`config.mk`:
```
export PLATFORM = sky130hd
export DESIGN_NAME = modbus_frame_tx
export DESIGN_NICKNAME = d
export VERILOG_FILES = /design/src/rtl/modbus_frame_tx.sv
export SDC_FILE = /design/constraint.sdc
export NUM_CORES = 1
export LEC_CHECK = 0
export CORE_MARGIN = 2
export CORE_UTILIZATION = 37
export DETAILED_ROUTE_END_ITERATION = 8
export PLACE_DENSITY = 0.55
export SYNTH_ARGS = -nofsm -noshare
export SYNTH_HDL_FRONTEND = slang
export SYNTH_SLANG_ARGS = --single-unit
```
`constraint.sdc`:
```
create_clock -name sys_clk -period 3.8 [get_ports sys_clk]
set_input_delay 1.14 -clock sys_clk [delete_from_list [all_inputs] [get_ports sys_clk]]
set_output_delay 1.14 -clock sys_clk [all_outputs]
set_load 0.005 [all_outputs]
```
`src/rtl/modbus_frame_tx.sv`:
```
// Modbus RTU response-frame transmitter.
// Builds slave address + PDU + CRC16 (low byte, then high byte) from a latched
// response descriptor, feeds it byte by byte to uart_byte_tx, then holds the
// line silent for the 3.5-character inter-frame gap before going idle.
module modbus_frame_tx #(
   parameter logic [7:0] ADDR       = 8'h01,
   parameter int         CLK_FREQ   = 50000000,
   parameter int         BAUD_RATE  = 115200,
   parameter int         GAP_CYCLES = (CLK_FREQ / BAUD_RATE) * 35
) (
   input  logic        sys_clk,
   input  logic        reset_n,
   input  logic        send_req,
   input  logic [1:0]  resp_type,
   input  logic [7:0]  func_code,
   input  logic [15:0] reg_addr,
   input  logic [15:0] reg_data,
   input  logic [7:0]  exc_code,
   output logic        busy,
   output logic        tx_start,
   output logic [7:0]  tx_data,
   input  logic        tx_done,
   output logic        frame_done
);

   localparam int GAP_W = (GAP_CYCLES < 1) ? 1 : $clog2(GAP_CYCLES + 1);
   localparam logic [GAP_W-1:0] GAP_LAST = GAP_W'(GAP_CYCLES);

   typedef enum logic [1:0] {IDLE, ISSUE, WAIT, GAP} state_t;

   state_t            state, state_next;
   logic [1:0]        type_q;
   logic [7:0]        func_q, exc_q;
   logic [15:0]       addr_q, data_q;
   logic [2:0]        idx, idx_next, last_idx;
   logic [15:0]       crc, crc_next;
   logic [GAP_W-1:0]  gap_cnt, gap_next;
   logic [7:0]        cur_byte, tx_data_next;
   logic              tx_start_next, frame_done_next, capture;

   // One CRC16/Modbus byte step: fold the byte into the low half, then 8 shifts
   function automatic logic [15:0] crc16_update(input logic [15:0] crc_in,
                                                input logic [7:0]  data_in);
      logic [15:0] c;
      c = crc_in ^ {8'h00, data_in};
      for (int i = 0; i < 8; i++)
         c = c[0] ? ((c >> 1) ^ 16'hA001) : (c >> 1);
      return c;
   endfunction

   // A frame_done cycle is still the tail of the old frame, so requests then are dropped
   assign capture = (state == IDLE) && send_req && (resp_type != 2'd3) && !frame_done;
   assign busy    = (state != IDLE);

   // Latch the descriptor at acceptance so it cannot change mid-frame
   always_ff @(posedge sys_clk or negedge reset_n) begin
      if (!reset_n) begin
         type_q <= 2'd0;
         func_q <= 8'h00;
         exc_q  <= 8'h00;
         addr_q <= 16'h0000;
         data_q <= 16'h0000;
      end else if (capture) begin
         type_q <= resp_type;
         func_q <= func_code;
         exc_q  <= exc_code;
         addr_q <= reg_addr;
         data_q <= reg_data;
      end
   end

   // Select the byte at the current index for the latched frame layout
   always_comb begin
      cur_byte = 8'h00;
      last_idx = 3'd6;
      case (type_q)
         2'd0: begin
            last_idx = 3'd6;
            case (idx)
               3'd0:    cur_byte = ADDR;
               3'd1:    cur_byte = 8'h03;
               3'd2:    cur_byte = 8'h02;
               3'd3:    cur_byte = data_q[15:8];
               3'd4:    cur_byte = data_q[7:0];
               3'd5:    cur_byte = crc[7:0];
               default: cur_byte = crc[15:8];
            endcase
         end
         2'd1: begin
            last_idx = 3'd7;
            case (idx)
               3'd0:    cur_byte = ADDR;
               3'd1:    cur_byte = 8'h06;
               3'd2:    cur_byte = addr_q[15:8];
               3'd3:    cur_byte = addr_q[7:0];
               3'd4:    cur_byte = data_q[15:8];
               3'd5:    cur_byte = data_q[7:0];
               3'd6:    cur_byte = crc[7:0];
               default: cur_byte = crc[15:8];
            endcase
         end
         default: begin
            last_idx = 3'd4;
            case (idx)
               3'd0:    cur_byte = ADDR;
               3'd1:    cur_byte = func_q | 8'h80;
               3'd2:    cur_byte = exc_q;
               3'd3:    cur_byte = crc[7:0];
               default: cur_byte = crc[15:8];
            endcase
         end
      endcase
   end

   // Next-state and registered-output decisions for the frame sequencer
   always_comb begin
      state_next      = state;
      idx_next        = idx;
      crc_next        = crc;
      gap_next        = gap_cnt;
      tx_start_next   = 1'b0;
      tx_data_next    = tx_data;
      frame_done_next = 1'b0;
      case (state)
         IDLE: begin
            if (capture) begin
               state_next = ISSUE;
               idx_next   = 3'd0;
               crc_next   = 16'hFFFF;
            end
         end
         ISSUE: begin
            tx_start_next = 1'b1;
            tx_data_next  = cur_byte;
            if (idx < (last_idx - 3'd1))
               crc_next = crc16_update(crc, cur_byte);
            state_next = WAIT;
         end
         WAIT: begin
            if (tx_done) begin
               if (idx == last_idx) begin
                  state_next = GAP;
                  gap_next   = '0;
               end else begin
                  idx_next   = idx + 3'd1;
                  state_next = ISSUE;
               end
            end
         end
         default: begin
            if (gap_cnt == GAP_LAST) begin
               frame_done_next = 1'b1;
               state_next      = IDLE;
            end else begin
               gap_next = gap_cnt + GAP_W'(1);
            end
         end
      endcase
   end

   // State, index, CRC, gap counter and UART-facing outputs
   always_ff @(posedge sys_clk or negedge reset_n) begin
      if (!reset_n) begin
         state      <= IDLE;
         idx        <= 3'd0;
         crc        <= 16'hFFFF;
         gap_cnt    <= '0;
         tx_start   <= 1'b0;
         tx_data    <= 8'h00;
         frame_done <= 1'b0;
      end else begin
         state      <= state_next;
         idx        <= idx_next;
         crc        <= crc_next;
         gap_cnt    <= gap_next;
         tx_start   <= tx_start_next;
         tx_data    <= tx_data_next;
         frame_done <= frame_done_next;
      end
   end

endmodule

```
Word level (Yosys, flattened, before mapping)
Index checks and enable logic that the tools add are counted.

word-level totals
  register bits = 94
  latch bits = 0
  RAM bits = 0
  memory bits (read-only) = 0
  input port bits = 54
  output and inout bits = 11
  logic and storage cells = 93
  memories = 0

operators by class
  add/sub/neg operators = 3
  multiply operators = 0
  div/mod/pow operators = 0
  $lt $le $gt $ge = 1
  equality and inequality tests = 18
  shift operators = 0
  mux-type cells = 32
  bitwise gates (word level) = 10
  reduce and logical (&&, ||, !) cells = 17

operators with widths
  cell                                                                    number
  16-bit 2-to-1 mux                                                       10
  8-bit case mux with 7 select lines                                      1
  8-bit case mux with 6 select lines                                      1
  14-bit 2-to-1 mux                                                       3
  16-bit case mux with 2 select lines                                     1
  8-bit case mux with 4 select lines                                      1
  14-bit case mux with 2 select lines                                     1
  2-bit NOT with 3-bit output                                             8
  8-bit case mux with 2 select lines                                      1
  16-bit by 8-bit XOR with 16-bit output                                  1
  14-bit by 1-bit adder with 14-bit output (second input constant)        1
  14-bit equality test (second input constant)                            1
  2-bit inequality test (second input constant)                           6
  3-bit equality test (second input constant)                             3
  3-bit 2-to-1 mux                                                        3
  2-bit 2-to-1 mux                                                        4
  4-bit AND reduction                                                     2
  3-bit by 2-bit equality test with 1-bit output (second input constant)  2
  2-bit case mux with 3 select lines                                      1
  3-bit case mux with 2 select lines                                      1
  3-bit AND reduction                                                     2
  2-bit nonzero test                                                      3
  2-bit by 1-bit equality test with 1-bit output (second input constant)  2
  2-bit logical NOT                                                       2
  16 further kinds                                                        20

Logic depth before layout (Yosys ltp)
  depth in word-level cells = 22
  mapped depth = 14
  depth with buffers taken out = 11

Worst setup path after synthesis
No wires, ideal clock.

  kind = register to register
  from = register idx[2]
  to = register crc[15]
  library setup time = 77 ps
  data arrival time = 3122 ps
  data required time = 3723 ps
  slack = 601 ps
  cell stages (with the launch flop) = 13
  path buffers = 1
  period minus slack after synthesis = 3199 ps
  cell sequence = dfrtp_1 > inv_1 > ha_1 > buf_2 > or4_4 > o21ai_4 > a21oi_1 > a211o_1 > xor2_1 > xnor2_1 > xnor2_2 > xnor3_1 > a31oi_1

between the ends
  cells in the longest elaborated chain, start to end = 15
  elaborated cells on any way between the ends = 32
  classes of those cells = order compare (1); eq/ne (7); mux (14); bitwise (8); reduce/logical (2)

ends and longest elaborated chain
  element                                                                            RTL line  RTL
  from (decl)                                                                        35        logic [2:0] idx, idx_next, last_idx;
  from (signal assigned)                                                             173       idx <= idx_next;
  3-bit equality test, or another cell as far along                                  91        case (idx)
  8-bit case mux with 7 select lines, or another cell as far along                   91
  8-bit case mux with 2 select lines                                                 76        case (type_q)
  16-bit by 8-bit XOR with 16-bit output                                             45        c = crc_in ^ {8'h00, data_in};
  16-bit 2-to-1 mux or 2-bit NOT with 3-bit output (tied branches) (6 in a row)      -
  2-bit NOT with 3-bit output (no source line) or 16-bit 2-to-1 mux (tied branches)  -
  16-bit 2-to-1 mux (2 in a row)                                                     47        c = c[0] ? ((c >> 1) ^ 16'hA001) : (c >> 1);
  16-bit 2-to-1 mux                                                                  135       if (idx < (last_idx - 3'd1))
  16-bit case mux with 2 select lines                                                124       case (state)
  to (signal assigned)                                                               174       crc <= crc_next;
  to (decl)                                                                          36        logic [15:0] crc, crc_next;

Several ways; a longest one is shown, not always the timed one. The select of a mux whose other input is x is not followed.
A chain may end at the register's enable or synchronous reset.

Worst setup path after layout
  from = register idx[1]
  to = register crc[15]

Same word-level chain as after synthesis.

==> flow_metrics.env <==
export IMPL_yosysSeqAreaShare_pct=46.01
export IMPL_die_h_um=122.1
export IMPL_cp_start_kind="flop"
export IMPL_drc_errors=0
export IMPL_port_buffers=63
export IMPL_cts_sinks=94
export IMPL_cap_violations=0
export IMPL_area_delta_synth_final_pct=22.25
export IMPL_power_density_nw_per_um2=940.5
export IMPL_tightestPinTransition_ps=1071
export IMPL_cts_tree="done"
export IMPL_nets=589
export IMPL_critical_path_class="reg2reg"
export IMPL_yosys_area_top_type_share_pct=37.85
export IMPL_cp_data_required_time_ps=4070
export IMPL_synthArstFlopShare_pct=100.0
export IMPL_muxShareOfSynthArea_pct=14.46
export IMPL_wl_per_cell_um=17.75
export IMPL_grt_pass1_wl_um=20250
export IMPL_clk_pin_slew_ps=60
export IMPL_via_per_inst=5.436
export IMPL_initial_core_util_pct=37.58
export IMPL_grt_use_total_pct=17.82
export IMPL_final_util_pct=45.95
export IMPL_worstPathMaxFanout=10
export IMPL_synth_xor_xnor_area_share_pct=6.722
export IMPL_gp_congestion=0.8901
export IMPL_drv_slew=0
export IMPL_place_hpwl_um=9111
export IMPL_cp_startpoint="idx[1]"
export IMPL_htreeDepth=3
export IMPL_first_global_vias=3702
export IMPL_yosysMostFrequentCell="dfrtp_1"
export IMPL_syn_nets=524
export IMPL_pin_count=65
export IMPL_power_mw=5.929
export IMPL_synth_top_family_by_area="compound AO/OA/AOI/OAI gates"
export IMPL_end_kind="flop"
export IMPL_synth_edf_count=0
export IMPL_synth_compound_area_share_pct=14.85
export IMPL_ys_flop_type="dfrtp_1"
export IMPL_antenna_left=0
export IMPL_cts_setup_buffers=0
export IMPL_vias=3838
export IMPL_antenna_found_initial=0
export IMPL_power_leakage_nw=2.665
export IMPL_syn_cell_area_sq_um=5156
export IMPL_diodes=0
export IMPL_first_iter_violations=348
export IMPL_yosys_warnings=0
export IMPL_core_sq_um=13720
export IMPL_setup_total_negative_slack_ps=0
export IMPL_multi_input_comb_area_sq_um=2595
export IMPL_firstDrtPassIters=5
export IMPL_period_share_pct=93.74
export IMPL_relSlewSlack_pct=28.60
export IMPL_status="finished clean"
export IMPL_clk_insertion_delay_late_ps=350
export IMPL_rows=43
export IMPL_n_fill_cell=1299
export IMPL_crit_arrival_ps=3830
export IMPL_max_freq_mhz=280.7
export IMPL_ys_ff_latch=94
export IMPL_regArea_sq_um=2372
export IMPL_synthAdderAreaFrac_pct=3.397
export IMPL_synthSimpleGateAreaFrac_pct=10.87
export IMPL_ctsResizeCount=0
export IMPL_place_area_sq_um=6001
export IMPL_hold_path_class="reg2reg"
export IMPL_stdcell_count=706
export IMPL_yosys_top_cells_area="dfrtp_1 (38%), mux2_2 (13%), dfstp_2 (8.2%)"
export IMPL_drive_gt1_share_pct=22.62
export IMPL_placedCellCount=690
export IMPL_cts_buffers=9
export IMPL_ctsHoldBuffers=0
export IMPL_synth_area_leader_cell="dfrtp_1"
export IMPL_ir_worst_vdd_uv=473.7
export IMPL_rsz0062_at_grt="false"
export IMPL_wl_um=12530
export IMPL_grt_ovfl_total=0
export IMPL_avgSynthCellArea_sq_um=11.31
export IMPL_hold_viol_final=0
export IMPL_clock_skew_ps=7.948
export IMPL_synth_cell_type_count=57
export IMPL_rr_startpoint="idx[1]"
export IMPL_setup_viol=0
export IMPL_root_buffer="clkbuf_16"
export IMPL_fin_area_sq_um=6304
export IMPL_period_minus_slack_ps=3562
export IMPL_grt_start_max_net_pins=86
export IMPL_ys_top_cells_by_count="dfrtp_1 (78), mux2_2 (59), nor2_1 (30)"
export IMPL_netlist_instances=456
export IMPL_die_area_sq_um=14900
export IMPL_clockBufferDepth=2
export IMPL_min_from="addr_q[6]"
export IMPL_die_w_um=122.1
## layout by cell type, fill, tap and decap left out, types with 3 or more instances in the layout
| cell | count |
|---|---|
| a211o_1 | 3 |
| a21oi_1 | 11 |
| a221o_1 | 15 |
| a221oi_1 | 10 |
| a221oi_2 | 4 |
| a22oi_1 | 6 |
| a31oi_1 | 6 |
| and2_1 | 6 |
| and3_1 | 6 |
| buf_4 | 15 |
| clkbuf_16 | 9 |
| clkdlybuf4s50_1 | 62 |
| dfrtp_1 | 78 |
| dfstp_2 | 16 |
| ha_1 | 14 |
| inv_1 | 20 |
| mux2_2 | 59 |
| mux2i_1 | 7 |
| nand2_1 | 29 |
| nand2b_1 | 5 |
| nand3_1 | 13 |
| nor2_1 | 30 |
| nor3_1 | 3 |
| o21ai_0 | 14 |
| o22a_1 | 10 |
| xnor2_1 | 10 |
| xnor3_1 | 3 |
| xor2_1 | 20 |
## metal layers
layer / wire, um / track usage (%)
met1: 6152 / 26.15
met2: 5545 / 25.66
met3: 583 / 3.933
met4: 250 / 6.537
met5: 0 / 0
## path summary, 6_finish.rpt
| check | end | slack [ps] | depth (start not counted) |
|---|---|---|---|
| max | crc[15] | 240 | 11 |
| min | addr_q[6] | 510 | 1 |
| max reg2reg | crc[15] | 240 | 11 |
| min reg2reg | addr_q[6] | 510 | 1 |
| max in group asynchronous | crc[9] | 2020 | 2 |
| min in group asynchronous | tx_data[5] | 1000 | 1 |
## layout make-up
class | count | share of cell area (%)
sequential | 94 | 37.63
tap | 180 | 3.573
inverter | 20 | 1.191
clock inverter | 3 | 0.6749
timing repair buffer | 77 | 11.63
multi-input combinational | 319 | 41.17
clock buffer | 13 | 4.129
## sequential cells by signal, indices dropped and copies added (netlist names)
signal,flops
type_q,2
gap_cnt,14
addr_q,16
crc,16
idx,3
func_q,7
data_q,16
frame_done,1
tx_start,1
tx_data,8
state,2
exc_q,8
## report_power, final
group	internal, mW	switching (mW)	leakage [nW]
Sequential	1.43	0.352	1.12
Clock	0.545	0.374	0.146
Combinational	1.77	1.46	1.40
Total	3.75	2.18	2.67
## metrics by stage
stage,hold WS (ps),setup WS [ps]
after global placement,488.7,318.6
after global routing,524.3,8.262
final,505.0,238.0
after floorplan,470.6,600.8
after detailed placement,494.9,231.3
after CTS,509.8,221.6
## cell families (layout without fill, tap and decap cells)
kind of cell,Yosys count,count (layout)
AOI/OAI and AO/OA,95,95
xor gates and xnor gates,34,34
adders and majority gates,14,14
buffers and inverters,43,113
DFF,94,94
muxes,67,67
and+or+nand+nor,109,109
## critical path, stage by stage (launching register included)
cell and delay (ps):
dfrtp_1 440, inv_1 90, ha_1 350, or4_4 640, o21ai_4 160, a221o_1 210
nand3_1 150, xor2_1 400, xnor2_1 190, xnor2_2 290, xnor3_1 370, a31oi_1 190
Note: power is estimated with default switching activity, not from simulation.
